<file path="src/rtl/multicycle_control_fsm_if.sv">
// Controller <-> datapath/memory bundle for the multicycle MIPS core.
// master = controller side, slave = datapath side.
interface multicycle_control_fsm_if #(
  parameter int unsigned STATE_W = 4
);
  logic [5:0]         op;
  logic [5:0]         funct;
  logic               zero;
  logic               mem_ready;
  logic               mem_req;
  logic               memwrite;
  logic               iord;
  logic               irwrite;
  logic               regwrite;
  logic               regdst;
  logic               memtoreg;
  logic               alusrca;
  logic [1:0]         alusrcb;
  logic [2:0]         alucontrol;
  logic [1:0]         pcsrc;
  logic               pcen;
  logic               illegal_op;
  logic [STATE_W-1:0] dbg_state;

  modport master (
    input  op, funct, zero, mem_ready,
    output mem_req, memwrite, iord, irwrite, regwrite, regdst, memtoreg,
           alusrca, alusrcb, alucontrol, pcsrc, pcen, illegal_op, dbg_state
  );

  modport slave (
    output op, funct, zero, mem_ready,
    input  mem_req, memwrite, iord, irwrite, regwrite, regdst, memtoreg,
           alusrca, alusrcb, alucontrol, pcsrc, pcen, illegal_op, dbg_state
  );
endinterface

</file>
<file path="src/rtl/multicycle_control_fsm.sv">
// Multicycle MIPS controller: sequences fetch/decode/execute/memory/writeback
// one state per cycle and drives the datapath muxes, ALU op and write enables.
// Controls are decoded from the current state; FETCH enables follow mem_ready
// and pcen folds in the ALU zero flag for branches.
module multicycle_control_fsm #(
  parameter int unsigned STATE_W = 4
) (
  input logic                     clk,
  input logic                     reset_n,
  multicycle_control_fsm_if.master bus
);

  typedef enum logic [STATE_W-1:0] {
    S_FETCH  = STATE_W'(0),
    S_DECODE = STATE_W'(1),
    S_MEMADR = STATE_W'(2),
    S_MEMRD  = STATE_W'(3),
    S_MEMWB  = STATE_W'(4),
    S_MEMWR  = STATE_W'(5),
    S_EXEC   = STATE_W'(6),
    S_ALUWB  = STATE_W'(7),
    S_BRANCH = STATE_W'(8),
    S_ADDIEX = STATE_W'(9),
    S_ADDIWB = STATE_W'(10),
    S_JUMP   = STATE_W'(11),
    S_HALT   = STATE_W'(12)
  } state_t;

  localparam logic [5:0] OP_RTYPE = 6'b000000;
  localparam logic [5:0] OP_LW    = 6'b100011;
  localparam logic [5:0] OP_SW    = 6'b101011;
  localparam logic [5:0] OP_BEQ   = 6'b000100;
  localparam logic [5:0] OP_ADDI  = 6'b001000;
  localparam logic [5:0] OP_J     = 6'b000010;

  localparam logic [2:0] ALU_AND = 3'b000;
  localparam logic [2:0] ALU_OR  = 3'b001;
  localparam logic [2:0] ALU_ADD = 3'b010;
  localparam logic [2:0] ALU_SUB = 3'b110;
  localparam logic [2:0] ALU_SLT = 3'b111;

  state_t     state_q;
  logic       illegal_q;

  logic       funct_ok;
  logic [2:0] funct_alu;

  logic       mem_req;
  logic       memwrite;
  logic       iord;
  logic       irwrite;
  logic       regwrite;
  logic       regdst;
  logic       memtoreg;
  logic       alusrca;
  logic [1:0] alusrcb;
  logic [2:0] alucontrol;
  logic [1:0] pcsrc;
  logic       pcwrite;
  logic       branch;
  logic       pcen;

  // R-type funct to ALU operation; unsupported functs fall back to ADD
  always_comb begin
    funct_ok  = 1'b1;
    funct_alu = ALU_ADD;
    case (bus.funct)
      6'b100000: funct_alu = ALU_ADD;
      6'b100010: funct_alu = ALU_SUB;
      6'b100100: funct_alu = ALU_AND;
      6'b100101: funct_alu = ALU_OR;
      6'b101010: funct_alu = ALU_SLT;
      default:   funct_ok  = 1'b0;
    endcase
  end

  // State sequencing and sticky illegal-instruction flag
  always_ff @(posedge clk) begin
    if (!reset_n) begin
      state_q   <= S_FETCH;
      illegal_q <= 1'b0;
    end else begin
      case (state_q)
        S_FETCH:  if (bus.mem_ready) state_q <= S_DECODE;
        S_DECODE: begin
          case (bus.op)
            OP_LW, OP_SW: state_q <= S_MEMADR;
            OP_RTYPE:     state_q <= S_EXEC;
            OP_BEQ:       state_q <= S_BRANCH;
            OP_ADDI:      state_q <= S_ADDIEX;
            OP_J:         state_q <= S_JUMP;
            default: begin
              state_q   <= S_HALT;
              illegal_q <= 1'b1;
            end
          endcase
        end
        S_MEMADR: state_q <= (bus.op == OP_SW) ? S_MEMWR : S_MEMRD;
        S_MEMRD:  if (bus.mem_ready) state_q <= S_MEMWB;
        S_MEMWB:  state_q <= S_FETCH;
        S_MEMWR:  if (bus.mem_ready) state_q <= S_FETCH;
        S_EXEC: begin
          if (funct_ok) begin
            state_q <= S_ALUWB;
          end else begin
            state_q   <= S_HALT;
            illegal_q <= 1'b1;
          end
        end
        S_ALUWB:  state_q <= S_FETCH;
        S_BRANCH: state_q <= S_FETCH;
        S_ADDIEX: state_q <= S_ADDIWB;
        S_ADDIWB: state_q <= S_FETCH;
        S_JUMP:   state_q <= S_FETCH;
        S_HALT:   state_q <= S_HALT;
        default:  state_q <= S_FETCH;
      endcase
    end
  end

  // Per-state control decode; everything held at zero while reset_n is low
  always_comb begin
    mem_req    = 1'b0;
    memwrite   = 1'b0;
    iord       = 1'b0;
    irwrite    = 1'b0;
    regwrite   = 1'b0;
    regdst     = 1'b0;
    memtoreg   = 1'b0;
    alusrca    = 1'b0;
    alusrcb    = 2'b00;
    alucontrol = 3'b000;
    pcsrc      = 2'b00;
    pcwrite    = 1'b0;
    branch     = 1'b0;
    if (reset_n) begin
      case (state_q)
        S_FETCH: begin
          mem_req    = 1'b1;
          alusrcb    = 2'b01;
          alucontrol = ALU_ADD;
          irwrite    = bus.mem_ready;
          pcwrite    = bus.mem_ready;
        end
        S_DECODE: begin
          alusrcb    = 2'b11;
          alucontrol = ALU_ADD;
        end
        S_MEMADR: begin
          alusrca    = 1'b1;
          alusrcb    = 2'b10;
          alucontrol = ALU_ADD;
        end
        S_MEMRD: begin
          mem_req = 1'b1;
          iord    = 1'b1;
        end
        S_MEMWB: begin
          memtoreg = 1'b1;
          regwrite = 1'b1;
        end
        S_MEMWR: begin
          mem_req  = 1'b1;
          iord     = 1'b1;
          memwrite = 1'b1;
        end
        S_EXEC: begin
          alusrca    = 1'b1;
          alucontrol = funct_alu;
        end
        S_ALUWB: begin
          regdst   = 1'b1;
          regwrite = 1'b1;
        end
        S_BRANCH: begin
          alusrca    = 1'b1;
          alucontrol = ALU_SUB;
          pcsrc      = 2'b01;
          branch     = 1'b1;
        end
        S_ADDIEX: begin
          alusrca    = 1'b1;
          alusrcb    = 2'b10;
          alucontrol = ALU_ADD;
        end
        S_ADDIWB: regwrite = 1'b1;
        S_JUMP: begin
          pcsrc   = 2'b10;
          pcwrite = 1'b1;
        end
        default: ;
      endcase
    end
    pcen = pcwrite | (branch & bus.zero);
  end

  assign bus.mem_req    = mem_req;
  assign bus.memwrite   = memwrite;
  assign bus.iord       = iord;
  assign bus.irwrite    = irwrite;
  assign bus.regwrite   = regwrite;
  assign bus.regdst     = regdst;
  assign bus.memtoreg   = memtoreg;
  assign bus.alusrca    = alusrca;
  assign bus.alusrcb    = alusrcb;
  assign bus.alucontrol = alucontrol;
  assign bus.pcsrc      = pcsrc;
  assign bus.pcen       = pcen;
  assign bus.illegal_op = illegal_q;
  assign bus.dbg_state  = state_q;

endmodule

</file>
<file path="src/flat_wrapper.sv">
// flat-port wrapper written by rule: the top's interface ports become plain ports
module multicycle_control_fsm_flat 
#(
  parameter int unsigned STATE_W = 4
)
  (clk, reset_n, bus_op, bus_funct, bus_zero, bus_mem_ready, bus_mem_req, bus_memwrite, bus_iord, bus_irwrite, bus_regwrite, bus_regdst, bus_memtoreg, bus_alusrca, bus_alusrcb, bus_alucontrol, bus_pcsrc, bus_pcen, bus_illegal_op, bus_dbg_state);
  multicycle_control_fsm_if #(.STATE_W(STATE_W)) bus_i ();
  input logic clk;
  input logic reset_n;
  input wire logic [$bits(bus_i.op)-1:0] bus_op;
  input wire logic [$bits(bus_i.funct)-1:0] bus_funct;
  input wire logic [$bits(bus_i.zero)-1:0] bus_zero;
  input wire logic [$bits(bus_i.mem_ready)-1:0] bus_mem_ready;
  output wire logic [$bits(bus_i.mem_req)-1:0] bus_mem_req;
  output wire logic [$bits(bus_i.memwrite)-1:0] bus_memwrite;
  output wire logic [$bits(bus_i.iord)-1:0] bus_iord;
  output wire logic [$bits(bus_i.irwrite)-1:0] bus_irwrite;
  output wire logic [$bits(bus_i.regwrite)-1:0] bus_regwrite;
  output wire logic [$bits(bus_i.regdst)-1:0] bus_regdst;
  output wire logic [$bits(bus_i.memtoreg)-1:0] bus_memtoreg;
  output wire logic [$bits(bus_i.alusrca)-1:0] bus_alusrca;
  output wire logic [$bits(bus_i.alusrcb)-1:0] bus_alusrcb;
  output wire logic [$bits(bus_i.alucontrol)-1:0] bus_alucontrol;
  output wire logic [$bits(bus_i.pcsrc)-1:0] bus_pcsrc;
  output wire logic [$bits(bus_i.pcen)-1:0] bus_pcen;
  output wire logic [$bits(bus_i.illegal_op)-1:0] bus_illegal_op;
  output wire logic [$bits(bus_i.dbg_state)-1:0] bus_dbg_state;
  assign bus_i.op = bus_op;
  assign bus_i.funct = bus_funct;
  assign bus_i.zero = bus_zero;
  assign bus_i.mem_ready = bus_mem_ready;
  assign bus_mem_req = bus_i.mem_req;
  assign bus_memwrite = bus_i.memwrite;
  assign bus_iord = bus_i.iord;
  assign bus_irwrite = bus_i.irwrite;
  assign bus_regwrite = bus_i.regwrite;
  assign bus_regdst = bus_i.regdst;
  assign bus_memtoreg = bus_i.memtoreg;
  assign bus_alusrca = bus_i.alusrca;
  assign bus_alusrcb = bus_i.alusrcb;
  assign bus_alucontrol = bus_i.alucontrol;
  assign bus_pcsrc = bus_i.pcsrc;
  assign bus_pcen = bus_i.pcen;
  assign bus_illegal_op = bus_i.illegal_op;
  assign bus_dbg_state = bus_i.dbg_state;
  multicycle_control_fsm #(.STATE_W(STATE_W)) u_core (.clk(clk), .reset_n(reset_n), .bus(bus_i));
endmodule
</file>
<file path="config.mk">
export PLATFORM = sky130hd
export DESIGN_NAME = multicycle_control_fsm_flat
export DESIGN_NICKNAME = d
export VERILOG_FILES = /design/src/rtl/multicycle_control_fsm_if.sv /design/src/rtl/multicycle_control_fsm.sv /design/src/flat_wrapper.sv
export SDC_FILE = /design/constraint.sdc
export NUM_CORES = 1
export LEC_CHECK = 0
export ABC_AREA = 1
export CAP_MARGIN = 15
export CORE_MARGIN = 4
export CORE_UTILIZATION = 38
export CTS_CLUSTER_SIZE = 10
export DETAILED_ROUTE_END_ITERATION = 12
export PLACE_DENSITY = 0.76
export SLEW_MARGIN = 30
export SYNTH_ARGS = -nofsm -noshare
export SYNTH_HDL_FRONTEND = slang
export SYNTH_SLANG_ARGS = --single-unit
</file>
<file path="constraint.sdc">
create_clock -name clk -period 1.4 [get_ports clk]
set_input_delay 0.35 -clock clk [delete_from_list [all_inputs] [get_ports clk]]
set_output_delay 0.35 -clock clk [all_outputs]
set_load 0.005 [all_outputs]
</file>
==> results of run 1 <==
logic make-up after synthesis:
logic type	share of synthesized area [%]
simple gates	55.07
buf+inv	14.67
compound gates	15.76
flops	14.49
metrics by stage:
stage	setup TNS (ps)	instances	util, %
after floorplan	0	130	-
after CTS	-3265	233	89.20
after global placement	-14770	222	76.52
after detailed placement	-15220	222	76.52
repair_timing:
item                       4_1_cts
hold endpoints to repair         0
buffers inserted                 9
gates resized for setup        169
pin swaps                       26
setup endpoints to repair       25
==> reports/metrics.cfg, run 1 <==
[outcome]
status=aborted with a tool error
stop_stage=global routing (5_1_grt)
err=[ERROR DPL-0033] detailed placement checks failed during check placement.

[clock_tree]
maximum_buffer_depth_of_the_clock_tree=2
clock_sink_count=5
clock-root-buffer=sky130_fd_sc_hd__clkbuf_4
hold_buffers=0
cts.htree.levels=1
tritoncts.num_buffers=3

[logic_synthesis]
synth.yosys.warnings=0
synth_edf_count=0
sequential_to_total_area_share_from_yosys_stat_pct=14.49
synthCells=130
syn-cell-area_um2=690.7
avgSynthCellArea_um2=5.313
post-synth-top-count-cell=sky130_fd_sc_hd__nor2_1
synth_seq_cells=5
synth_cell_type_count=25
yosys-top-cells-count=25 x sky130_fd_sc_hd__nor2_1, 24 x sky130_fd_sc_hd__nand2_1, 17 x sky130_fd_sc_hd__inv_1, 14 x sky130_fd_sc_hd__nand3_1, 7 x sky130_fd_sc_hd__inv_2
post_synth_main_area_contributors=sky130_fd_sc_hd__dfxtp_1 14%, sky130_fd_sc_hd__nor2_1 14%, sky130_fd_sc_hd__nand2_1 13%
synthArstFlopShare_pct=0
syn_nets=146
synth-main-ff-cell=sky130_fd_sc_hd__dfxtp_1
synth.top_cell.area_share_pct=14.49
synth_top_cell_by_area=sky130_fd_sc_hd__dfxtp_1

[placed_design]
port_buffers=36
detailed_place.area_um2=1321
place_hpwl_mm=2.223
dpl_worst_slack_ps=-959.6
routabilityCongestion=0.8832

[die]
die_width_um=50.63
initial_core_utilization_pct=40.00
placement_rows=15
boundaryPins=37
height_of_the_die_um=50.63

[sta]
endpoint_type=output port
globalroute.repair_timing.worst_endpoint=bus_alucontrol[0]

[grt]
grt_antenna_before_repair=0
grt_start_max_net_pins=9

==> run 2: changes to the inputs <==
--- a/config.mk
+++ b/config.mk
@@ -7,11 +7,10 @@
 export LEC_CHECK = 0
 export ABC_AREA = 1
 export CAP_MARGIN = 15
-export CORE_MARGIN = 4
-export CORE_UTILIZATION = 38
-export CTS_CLUSTER_SIZE = 10
+export CORE_AREA = 4 4 65 67
 export DETAILED_ROUTE_END_ITERATION = 12
-export PLACE_DENSITY = 0.76
+export DIE_AREA = 0 0 69 71
+export PLACE_DENSITY_LB_ADDON = 0.15
 export SLEW_MARGIN = 30
 export SYNTH_ARGS = -nofsm -noshare
 export SYNTH_HDL_FRONTEND = slang
==> reports/metrics.cfg, run 2 <==
[critical_path]
wp_data_arrival_ps=1340
crit_path_start_kind=flop
crit_path_cell_trace=nor2_4, buf_6, nand2_8, buf_6, a41oi_2, buf_2
timing.critical_path.max_delay_family=buffers and inverters
worst_setup_path_category=flop to output pin
worst-path-stages=6
worstSetupStartpoint=u_core.bus.dbg_state[2]$_SDFFE_PN0P_
critical_path.endpoint_type=output pin
critical_path.most_common_cell=sky130_fd_sc_hd__buf_6
r2r_setup_slack_ps=-140
r2r_start=u_core.bus.dbg_state[2]$_SDFFE_PN0P_
reg2reg_depth=10
critical_path_top_delay_cell=sky130_fd_sc_hd__dfxtp_4
crit_buf_inv=3
critPathRequiredTime_ps=1050
worst_path_max_fanout=4
critical-path-max-stage-delay_ps=370
critical_path.endpoint=bus_alucontrol[1]
reg2reg_to=u_core.bus.dbg_state[0]$_SDFFE_PN0P_

[cells_and_area]
diodes=0
mostFrequentLayoutCell=sky130_fd_sc_hd__buf_4
layout.cells.most_common_list=31 x sky130_fd_sc_hd__buf_4, 16 x sky130_fd_sc_hd__nand2_1, 16 x sky130_fd_sc_hd__buf_2
largest_reg_flops=4
multiInputGateArea_um2=789.5
post_layout_nonfiller_instances=261
drive_gt1_share_pct=66.20
final_design_area_no_fill_um2=1788
num-nets-final=230
n_fill_cell=364
area_delta_synth_final_pct=158.9
ff_latch_area_um2=115.1
layout.core_utilization_pct=49.21

[logic_synthesis]
synth_top_cell_by_area=sky130_fd_sc_hd__dfxtp_1
synth-main-ff-cell=sky130_fd_sc_hd__dfxtp_1
synth.top_cell.area_share_pct=14.49  ; unchanged
synth_edf_count=0  ; unchanged
synth_cell_type_count=25  ; unchanged
post_synth_main_area_contributors=sky130_fd_sc_hd__dfxtp_1 14%, sky130_fd_sc_hd__nor2_1 14%, sky130_fd_sc_hd__nand2_1 13%
synth_seq_cells=5  ; unchanged
yosys-top-cells-count=25 x sky130_fd_sc_hd__nor2_1, 24 x sky130_fd_sc_hd__nand2_1, 17 x sky130_fd_sc_hd__inv_1, 14 x sky130_fd_sc_hd__nand3_1, 7 x sky130_fd_sc_hd__inv_2
post-synth-top-count-cell=sky130_fd_sc_hd__nor2_1
synthArstFlopShare_pct=0  ; unchanged
synthCells=130  ; unchanged
syn-cell-area_um2=690.7  ; unchanged
avgSynthCellArea_um2=5.313  ; unchanged
synth.yosys.warnings=0  ; unchanged
syn_nets=146  ; unchanged
sequential_to_total_area_share_from_yosys_stat_pct=14.49  ; unchanged

[flow_run]
cap_violations=0

[clock_tree]
clkLatencyLatePin_ps=220
cts.htree.levels=1  ; unchanged
clock-root-buffer=sky130_fd_sc_hd__clkbuf_8
clock_sink_count=5  ; unchanged
maximum_buffer_depth_of_the_clock_tree=2  ; unchanged
clk_pin_slew_ps=40
tritoncts.num_buffers=3  ; unchanged
cts_tree=done

[route]
per_cell_routed_wire_length_um=11.60
detail_route.wirelength_mm=3.027
wirelength_met1_mm=1.239
drt-vias-per-instance=4.322
met3_length_um=162
drc=0
top_layer_used=met4
detailroute.via_count=1128
dr_wl_met2_mm=1.615
drtPass1Iterations=4
initialDrtViolationCount=32
ant_nets=0

[grt]
grt_pass1_vias=1126
grt_antenna_before_repair=0
grt_start_max_net_pins=8
overall_global_routing_resource_usage_pct=11.75
grt_pass1_wl_mm=4.933
grt_remaining_overflow=0

[sta]
rsz_0062_raised_after_global_routing=true
layout_setup_ws_ps=-291.7
setup_total_negative_slack_ps=-3064
crit_path_time_final_ps=1692
finalHoldWorstSlack_ps=463.3
finalSetupViolations=18
tightest_slew_ps=296.5
finalMaxSlewViolations=0
final_cycle_share_pct=120.8
max_freq_mhz=591.1
worst_slew_margin_rel_pct=80.15
finalClockSkew_ps=1.714
hold_viol_final=0

[pwr]
pwr-share-clk_pct=10.7
ir_drop_mv=0.8253
swShare_pct=44.18
finalPower_mw=2.423
net_switching_component_of_the_power_mw=1.071
static_leakage_nw=0.9600
power.density_cell_area_nw_per_um2=1355
power_frac_comb_pct=76.1
cellInternalPower_mw=1.353
share_seq_of_total_power_pct=13.1

[placed_design]
dpl_worst_slack_ps=-974.0  ; -14.34 ps
routabilityCongestion=0.8223  ; -6.9%
place_hpwl_mm=2.170  ; -2.4%
port_buffers=36  ; unchanged
detailed_place.area_um2=1350  ; +2.2%
placed_cells=245  ; +10%

[die]
height_of_the_die_um=71  ; +40%
core_area_um2=3633
initial_core_utilization_pct=19.01  ; -21 points
dieArea_um2=4899
boundaryPins=37  ; unchanged
die_width_um=69  ; +36%
placement_rows=22  ; +7

[outcome]
failed_checks=setup timing
status=complete, but fails checks

[worst_hold_path]
min_path_type=flop to flop

## run 2: cells by family after synthesis
group                  count (synthesis)  share of synthesized area, %
AO/OA/AOI/OAI                         16                         15.76
buffers and inverters                 27                         14.67
flip-flops                             5                         14.49
AND/OR/NAND/NOR                       82                         55.07
## run 2: cell type report
cell class / instances / share of cell area [%]
timing repair buffer: 80 / 36.60
inverter: 26 / 6.858
clock inverter: 1 / 0.2799
clock buffer: 3 / 2.309
sequential: 5 / 6.438
multi-input combinational: 98 / 44.16
tap: 48 / 3.359
## run 2: worst register-to-register path: cells and delay by family, from the launching register on
family / cells / cell delay, ps
buffers and inverters: 5 / 470
and+or+nand+nor: 3 / 420
DFF: 1 / 390
AOI/OAI and AO/OA: 2 / 190
## run 2: how the worst min path moves through the flow
stage,from,to,slack [ps],cells after the start
CTS,u_core.bus.illegal_op$_SDFFE_PN0P_,u_core.bus.illegal_op$_SDFFE_PN0P_,470,2
global route,reset_n,u_core.bus.dbg_state[3]$_SDFFE_PN0P_,480,3
global placement,u_core.bus.illegal_op$_SDFFE_PN0P_,u_core.bus.illegal_op$_SDFFE_PN0P_,470,2
finish,u_core.bus.illegal_op$_SDFFE_PN0P_,u_core.bus.illegal_op$_SDFFE_PN0P_,460,2
floorplan,reset_n,u_core.bus.dbg_state[3]$_SDFFE_PN0P_,450,2
detailed placement,u_core.bus.illegal_op$_SDFFE_PN0P_,u_core.bus.illegal_op$_SDFFE_PN0P_,460,2
## run 2: power groups by stage
stage,Clock (mW),Combinational [mW],Sequential (mW)
after global placement,0,1.26,0.271
after global routing,0.285,2.00,0.331
final,0.261,1.84,0.318
after floorplan,0,0.511,0.277
after CTS,0.272,1.53,0.311
after detailed placement,0,1.25,0.271
## run 2: repair_timing
item / in CTS / in global routing
pin swaps: 25 / 32
buffers inserted: 11 / 6
setup endpoints to repair: 26 / 22
resized for setup: 138 / 55
hold buffers: 0 / 0
## run 2: per-layer routing
| layer | vias up | global-route usage (%) |
|---|---|---|
| met1 | 514 | 13.89 |
| met4 | 0 | 4.121 |
| met5 | - | 0 |
| met2 | 30 | 21.08 |
| li1 | 582 | - |
| met3 | 2 | 2.273 |
(Power assumes the default switching activity.)
